### src/rtl/pll_reset_sequencer.sv
// pll_reset_sequencer
//   Brings up and supervises the board clock generator from the free-running
//   reference clock. It pulses the PLL reset, waits for lock with a timeout and
//   a bounded number of retries, then requires a run of consecutive lock
//   cycles before releasing the design-wide synchronous reset. Losing lock in
//   RUN, or a restart request, re-sequences the PLL from the start.
//
// Ports:
//   refclk        in   reference clock, the only clock of this block
//   rst           in   synchronous active-high reset
//   pll_locked    in   PLL lock, asynchronous to refclk (2-flop synchronized)
//   force_restart in   single-cycle restart request, synchronous to refclk
//   pll_rst       out  reset to the PLL primitive
//   sys_rst       out  synchronous active-high reset to the rest of the design
//   ready         out  clocks qualified (always ~sys_rst)
//   fail          out  lock retries exhausted
//   retry_cnt     out  retries used in the current bring-up
//   state_dbg     out  RESET_PLL=0, WAIT_LOCK=1, STABLE=2, RUN=3, FAIL=4
//   loss_cnt      out  count of lock losses seen in RUN
//
// Build option:
//   PLLSEQ_LOSS_COUNT_EN  when defined, loss_cnt counts RUN lock losses
//                         (saturating at 255, cleared only by rst); when not
//                         defined loss_cnt is tied to 0.
//
// Interface timing: there is no valid/ready handshake. force_restart is a
// level sampled on every refclk edge and acted on in whichever state it is
// seen; all outputs are registers that change on the same edge as the state.

module pll_reset_sequencer #(
  parameter int RST_CYCLES    = 16,
  parameter int LOCK_TIMEOUT  = 1000000,
  parameter int STABLE_CYCLES = 1024,
  parameter int MAX_RETRIES   = 3
) (
  input  logic       refclk,
  input  logic       rst,
  input  logic       pll_locked,
  input  logic       force_restart,
  output logic       pll_rst,
  output logic       sys_rst,
  output logic       ready,
  output logic       fail,
  output logic [3:0] retry_cnt,
  output logic [2:0] state_dbg,
  output logic [7:0] loss_cnt
);

  typedef enum logic [2:0] {
    S_RESET_PLL = 3'd0,
    S_WAIT_LOCK = 3'd1,
    S_STABLE    = 3'd2,
    S_RUN       = 3'd3,
    S_FAIL      = 3'd4
  } state_t;

  localparam logic [23:0] RST_LAST    = 24'(RST_CYCLES - 1);
  localparam logic [23:0] LOCK_LAST   = 24'(LOCK_TIMEOUT - 1);
  localparam logic [23:0] STABLE_LAST = 24'(STABLE_CYCLES - 1);
  localparam logic [3:0]  RETRY_MAX   = 4'(MAX_RETRIES);

  state_t      state;
  state_t      nxt_state;
  logic [23:0] cnt;
  logic [23:0] nxt_cnt;
  logic [23:0] cnt_inc;
  logic [3:0]  nxt_retry;
  logic        sync_meta;
  logic        locked_s;

  // Two-flop synchronizer; nothing downstream looks at pll_locked directly.
  always_ff @(posedge refclk) begin
    if (rst) begin
      sync_meta <= 1'b0;
      locked_s  <= 1'b0;
    end else begin
      sync_meta <= pll_locked;
      locked_s  <= sync_meta;
    end
  end

  // Counter saturates so a long stay in RUN or FAIL cannot wrap it.
  assign cnt_inc = (cnt == 24'hFF_FFFF) ? cnt : cnt + 24'd1;

  always_comb begin
    nxt_state = state;
    nxt_cnt   = cnt_inc;
    nxt_retry = retry_cnt;
    if (force_restart) begin
      nxt_state = S_RESET_PLL;
      nxt_cnt   = 24'd0;
      nxt_retry = 4'd0;
    end else begin
      case (state)
        S_RESET_PLL: begin
          if (cnt == RST_LAST) begin
            nxt_state = S_WAIT_LOCK;
            nxt_cnt   = 24'd0;
          end
        end
        S_WAIT_LOCK: begin
          if (locked_s) begin
            nxt_state = S_STABLE;
            nxt_cnt   = 24'd0;
          end else if (cnt == LOCK_LAST) begin
            nxt_cnt = 24'd0;
            if (retry_cnt == RETRY_MAX) begin
              nxt_state = S_FAIL;
            end else begin
              nxt_state = S_RESET_PLL;
              nxt_retry = retry_cnt + 4'd1;
            end
          end
        end
        S_STABLE: begin
          // A drop wins over completion; the timeout restarts from zero.
          if (!locked_s) begin
            nxt_state = S_WAIT_LOCK;
            nxt_cnt   = 24'd0;
          end else if (cnt == STABLE_LAST) begin
            nxt_state = S_RUN;
            nxt_cnt   = 24'd0;
            nxt_retry = 4'd0;
          end
        end
        S_RUN: begin
          if (!locked_s) begin
            nxt_state = S_RESET_PLL;
            nxt_cnt   = 24'd0;
          end
        end
        S_FAIL: begin
          nxt_state = S_FAIL;
        end
        default: begin
          nxt_state = S_RESET_PLL;
          nxt_cnt   = 24'd0;
        end
      endcase
    end
  end

  // Outputs are decoded from the next state so they move on the same edge as
  // the state register. pll_rst high implies sys_rst high in every state.
  always_ff @(posedge refclk) begin
    if (rst) begin
      state     <= S_RESET_PLL;
      cnt       <= 24'd0;
      retry_cnt <= 4'd0;
      pll_rst   <= 1'b1;
      sys_rst   <= 1'b1;
      ready     <= 1'b0;
      fail      <= 1'b0;
    end else begin
      state     <= nxt_state;
      cnt       <= nxt_cnt;
      retry_cnt <= nxt_retry;
      pll_rst   <= (nxt_state == S_RESET_PLL) || (nxt_state == S_FAIL);
      sys_rst   <= (nxt_state != S_RUN);
      ready     <= (nxt_state == S_RUN);
      fail      <= (nxt_state == S_FAIL);
    end
  end

  assign state_dbg = state;

`ifdef PLLSEQ_LOSS_COUNT_EN
  logic [7:0] loss_q;

  // Only a genuine lock loss in RUN counts; a restart request takes priority.
  always_ff @(posedge refclk) begin
    if (rst) begin
      loss_q <= 8'd0;
    end else if ((state == S_RUN) && !force_restart && !locked_s &&
                 (loss_q != 8'hFF)) begin
      loss_q <= loss_q + 8'd1;
    end
  end

  assign loss_cnt = loss_q;
`else
  assign loss_cnt = 8'd0;
`endif

endmodule
### config.mk
export PLATFORM = sky130hd
export DESIGN_NAME = pll_reset_sequencer
export DESIGN_NICKNAME = d
export VERILOG_FILES = /design/src/rtl/pll_reset_sequencer.sv
export SDC_FILE = /design/constraint.sdc
export NUM_CORES = 1
export LEC_CHECK = 0
export CORE_MARGIN = 10
export CORE_UTILIZATION = 45
export CTS_CLUSTER_DIAMETER = 150
export DETAILED_ROUTE_END_ITERATION = 16
export DONT_BUFFER_PORTS = 1
export HOLD_SLACK_MARGIN = 0.05
export PLACE_DENSITY = 0.71
export SYNTH_ARGS = -nofsm -noshare
export SYNTH_HDL_FRONTEND = slang
export SYNTH_SLANG_ARGS = --single-unit
### constraint.sdc
create_clock -name refclk -period 4.5 [get_ports refclk]
set_input_delay 0.675 -clock refclk [delete_from_list [all_inputs] [get_ports refclk]]
set_output_delay 0.675 -clock refclk [all_outputs]
set_load 0.01 [all_outputs]
# Word level (Yosys, flattened, before mapping)
# Index checks and enable logic that the tools add are counted.
dict set report totals {
  regBits 37
  inputBits 4
}
dict set report classes {
  n_addsub 2
  n_eq_ne 17
  muxes 23
  reduce_logical 6
}
# cell count
set ops {}
lappend ops {{24-bit two-way mux} 7}
lappend ops {{24-bit case mux with 5 select lines} 1}
lappend ops {{24-bit by 1-bit adder with 24-bit output, second input constant} 1}
lappend ops {{24-bit by 10-bit equality test with 1-bit output, second input constant} 1}
lappend ops {{24-bit by 20-bit equality test with 1-bit output, second input constant} 1}
lappend ops {{24-bit equality test, second input constant} 1}
lappend ops {{24-bit by 4-bit equality test with 1-bit output, second input constant} 1}
lappend ops {{3-bit two-way mux} 8}
lappend ops {{4-bit two-way mux} 5}
lappend ops {{3-bit case mux with 5 select lines} 1}
lappend ops {{2-bit != test, second input constant} 5}
lappend ops {{3-bit by 2-bit equality test with 1-bit output, second input constant} 3}
lappend ops {{4-bit case mux with 2 select lines} 1}
lappend ops {{3-bit equality test, second input constant} 2}
lappend ops {{3-bit logical NOT} 2}
lappend ops {{6-bit AND reduction} 1}
lappend ops {{4-bit by 1-bit adder with 4-bit output, second input constant} 1}
lappend ops {{4-bit by 2-bit equality test with 1-bit output, second input constant} 1}
lappend ops {{3-bit by 1-bit equality test with 1-bit output, second input constant} 1}
lappend ops {{3-bit by 2-bit != test with 1-bit output, second input constant} 1}
lappend ops {{2-bit nonzero test} 1}
lappend ops {{2-bit OR reduction} 1}
lappend ops {{1-bit logical OR} 1}

# Logic depth before layout (Yosys ltp)
dict set report depth {
  depth_word 8
  ltp_mapped 8
  mapped_depth_nobuf 6
}

# Worst setup path before layout
# No wires, ideal clock.
dict set report synth_path {
  path_type {flip-flop to flip-flop}
  from {reg cnt[0]}
  to {reg retry_cnt[1]}
  setup_time_ps 70
  t_arrival_ps 2365
  slack_ps 2065
  stages_incl_launch_ff 7
  synth_period_minus_slack_ps 2435
  cell_sequence {dfxtp_1 ha_1 nand4_1 or4_4 or4_4 or3b_1 a21boi_1}
}
dict set report synth_via {
  elab_chain_len 3
  elab_cells_between_ends 5
}
# element line_no
set synth_lines {}
lappend synth_lines {{from (decl)} 64} ;# logic [23:0] cnt;
lappend synth_lines {{from (signal assigned)} 156} ;# cnt <= nxt_cnt;
lappend synth_lines {{24-bit by 10-bit equality test with 1-bit output or 24-bit by 20-bit equality test with 1-bit output (tied branches)} {120, 105}}
lappend synth_lines {{2-bit != test (no source line)} n/a}
lappend synth_lines {{6-bit AND reduction (no source line) (*)} n/a}
lappend synth_lines {{to (signal assigned)} 157} ;# retry_cnt <= nxt_retry;
lappend synth_lines {{to (decl)} 44} ;# output logic [3:0] retry_cnt,
# Every way passes the cells marked *; elsewhere a longest branch is shown, timed or not.
# A chain may end at the register's enable or synchronous reset.

# Worst setup path in the final report
# Same ends and word-level chain as after synthesis.

==> flow_summary.json <==
{
  "grt-ovfl-total": 0,
  "cts_resized": 0,
  "finalSetupViolations": 0,
  "critPathKind": "flip-flop to flip-flop",
  "rrSetupSlack_ns": 1.87,
  "drc": 0,
  "period_minus_slack_ns": 2.626,
  "layout-drive-gt1-share_pct": 7.113,
  "clkLatencyLatePin_ns": 0.29,
  "avgSynthCellArea_um2": 8.412,
  "syn_inst": 242,
  "pin_count": 23,
  "total_power_uw": 574.1,
  "tns_ns": 0,
  "die_x_um": 87.26,
  "relSlewSlack_pct": 27.08,
  "maxCapViolCount": 0,
  "ys_seq_area_share_pct": 36.39,
  "drt_wl_total_mm": 4.393,
  "portBuffers": 0,
  "rsz0062_at_grt": "false",
  "cp.required_ns": 4.72,
  "worstRegToRegCells": 6,
  "h-tree-depth": 2,
  "clock_path_buffers": 2,
  "ant_nets": 0,
  "synth_edf_count": 0,
  "antenna_cells": 0,
  "synthDistinctLibCells": 52,
  "die_area_um2": 7614,
  "finalHoldViolCount": 0,
  "post-cts-setup-buffers": 0,
  "hold_depth": 1,
  "report.final.slew_viol_count": 0,
  "dpl.hpwl_mm": 3.177,
  "worstMarginPinSlew_ns": 1.086,
  "grt_pass1_wl_mm": 7.403,
  "reg2reg_from": "cnt[0]",
  "finClkSkew_ns": 0.004022,
  "drt_iter0_drc": 148,
  "area_delta_synth_final_pct": 2.950,
  "p_per_area_nw_per_um2": 273.9,
  "numCtsBuffers": 5,
  "core_area_um2": 4354,
  "worstHoldStart": "sync_meta",
  "hold_slack_ns": 0.4427,
  "clockRootBuffer": "clkbuf_8",
  "worst_ir_drop_vdd_mv": 0.1148,
  "cts_tree": "built",
  "firstDrtPassIters": 4,
  "start_util_pct": 46.75,
  "ys_ff_latch": 37,
  "start_kind": "flip-flop",
  "hold_class": "flip-flop to flip-flop",
  "clkTransAtPathRegs_ns": 0.07,
  "fmax_mhz": 380.8,
  "crit_fanout": 8,
  "grt_max_degree": 25,
  "final_common_cell": "dfxtp_1",
  "outcome": "completed",
  "p_leak_uw": 0.0006474,
  "most-common-layout-cells": "37 x dfxtp_1, 21 x a21oi_1, 15 x nand2_1",
  "postCtsHoldBufs": 0,
  "synthFlopType": "dfxtp_1",
  "rows": 24,
  "async_flop_share_pct": 0,
  "nNetsFinal": 245,
  "yosys_warnings": 0,
  "multi_input_area_um2": 1177,
  "grt_pass1_vias": 1633,
  "synth_area_um2": 2036,
  "gp_congestion": 0.8870,
  "vias": 1802,
  "whs_endpoint": "locked_s",
  "ff_latch_area_um2": 740.7,
  "routedWlPerCell_um": 15.10,
  "finalCritPeriodShare_pct": 58.36,
  "die_h_um": 87.26,
  "via_per_inst": 6.192,
  "cts.sinks": 37,
  "track_usage_pct": 11.83,
  "antenna_found_initial": 0,
  "crit_path_end_kind": "flip-flop",
  "num-fill-cells": 439,
  "crit_arrival_ns": 2.85,
  "r2r-end": "retry_cnt[1]"
}
-- power by group --
group | leakage [uW] | switching (uW) | total, uW | internal, uW
sequential | 0.000299 | 1.48 | 331 | 329
combinational | 0.000304 | 9.36 | 12.7 | 3.39
clock | 0.0000443 | 109 | 231 | 121
total | 0.000647 | 120 | 574 | 454
-- through the flow --
stage / util [%] / instances / instance area [um^2] / setup WS, ns
6_report: 48.13 / 291 / 2096 / 1.874
3_3_place_gp: 46.15 / 284 / 2009 / 1.928
2_1_floorplan: - / 249 / 2062 / 2.065
5_1_grt: 48.13 / 291 / 2096 / 1.590
3_5_place_dp: 46.15 / 284 / 2009 / 1.876
4_1_cts: 48.13 / 291 / 2096 / 1.860
-- registers in the layout, summed over array words and instances, names as in the netlist --
name,count
cnt,24
retry_cnt,4
state_dbg,3
fail,1
locked_s,1
pll_rst,1
ready,1
sync_meta,1
sys_rst,1
-- metal layers --
layer	GRT usage (%)	up-vias	wire length, um	share of wire (%)
met3	3.464	7	311	7.1
met5	0	-	0	0
met2	18.78	54	2028	46
li1	-	879	-	-
met1	14.64	862	1983	45
met4	4.493	0	69	1.6
-- critical path, cell delays in order, from the launching register on --
cell	delay, ns
dfxtp_1	0.38
ha_1	0.20
nand4_1	0.28
or4_4	0.64
or4_4	0.55
or3b_1	0.37
a21boi_1	0.14
-- logic make-up after synthesis --
| logic type | count (synthesis) | share of synthesized area, % |
|---|---|---|
| AOI/OAI and AO/OA | 53 | 16.16 |
| other | 1 | 0.1842 |
| xor gates and xnor gates | 14 | 6.023 |
| and+or+nand+nor | 111 | 31.96 |
| muxes | 2 | 0.9834 |
| buffers and inverters | 22 | 7.068 |
| adders and majority gates | 2 | 1.229 |
| DFF | 37 | 36.39 |
-- final cells by class --
class / instances / share of cell area, %
sequential: 37 / 35.34
multi-input combinational: 190 / 56.18
inverter: 3 / 0.5373
tap: 52 / 3.104
timing repair buffer: 2 / 0.7164
clock buffer: 7 / 4.119
-- worst max path at each step --
stage          startpoint      endpoint  slack, ns  depth (start not counted)
6_report           cnt[0]  retry_cnt[1]       1.87                          6
5_1_grt            cnt[0]       cnt[16]       1.59                          6
4_1_cts            cnt[0]  retry_cnt[1]       1.86                          6
3_5_place_dp       cnt[0]  retry_cnt[1]       1.88                          6
3_3_place_gp       cnt[0]  retry_cnt[1]       1.93                          6
2_1_floorplan      cnt[0]  retry_cnt[1]       2.06                          6
-- cell usage after synthesis (2+ instances only) --
cell | count | share of area (%)
nor2b_1 | 3 | 0.92
a22oi_1 | 7 | 2.6
nand4_1 | 13 | 4.0
o22ai_1 | 2 | 0.61
a31oi_1 | 4 | 1.2
nor2_1 | 14 | 2.6
or3_1 | 5 | 1.5
nor3_1 | 11 | 2.7
nand2_1 | 15 | 2.8
o31ai_1 | 2 | 0.74
and3_1 | 6 | 1.8
nand2b_1 | 2 | 0.61
nand4b_1 | 2 | 0.86
and4_1 | 2 | 0.86
a21oi_1 | 21 | 5.2
o21ai_0 | 5 | 1.2
or4_1 | 4 | 1.5
buf_4 | 8 | 3.0
dfxtp_1 | 37 | 36
inv_1 | 3 | 0.55
and2_1 | 3 | 0.92
mux2i_1 | 2 | 0.98
a211oi_1 | 5 | 1.8
xor2_1 | 2 | 0.86
xnor2_1 | 12 | 5.2
nand3_1 | 12 | 3.0
or4_4 | 2 | 1.1
clkbuf_1 | 6 | 1.1
buf_2 | 2 | 0.49
nor3b_1 | 3 | 1.1
ha_1 | 2 | 1.2
nor4_1 | 4 | 1.2
or2_2 | 2 | 0.61
Note: power is estimated with default switching activity, not from simulation.
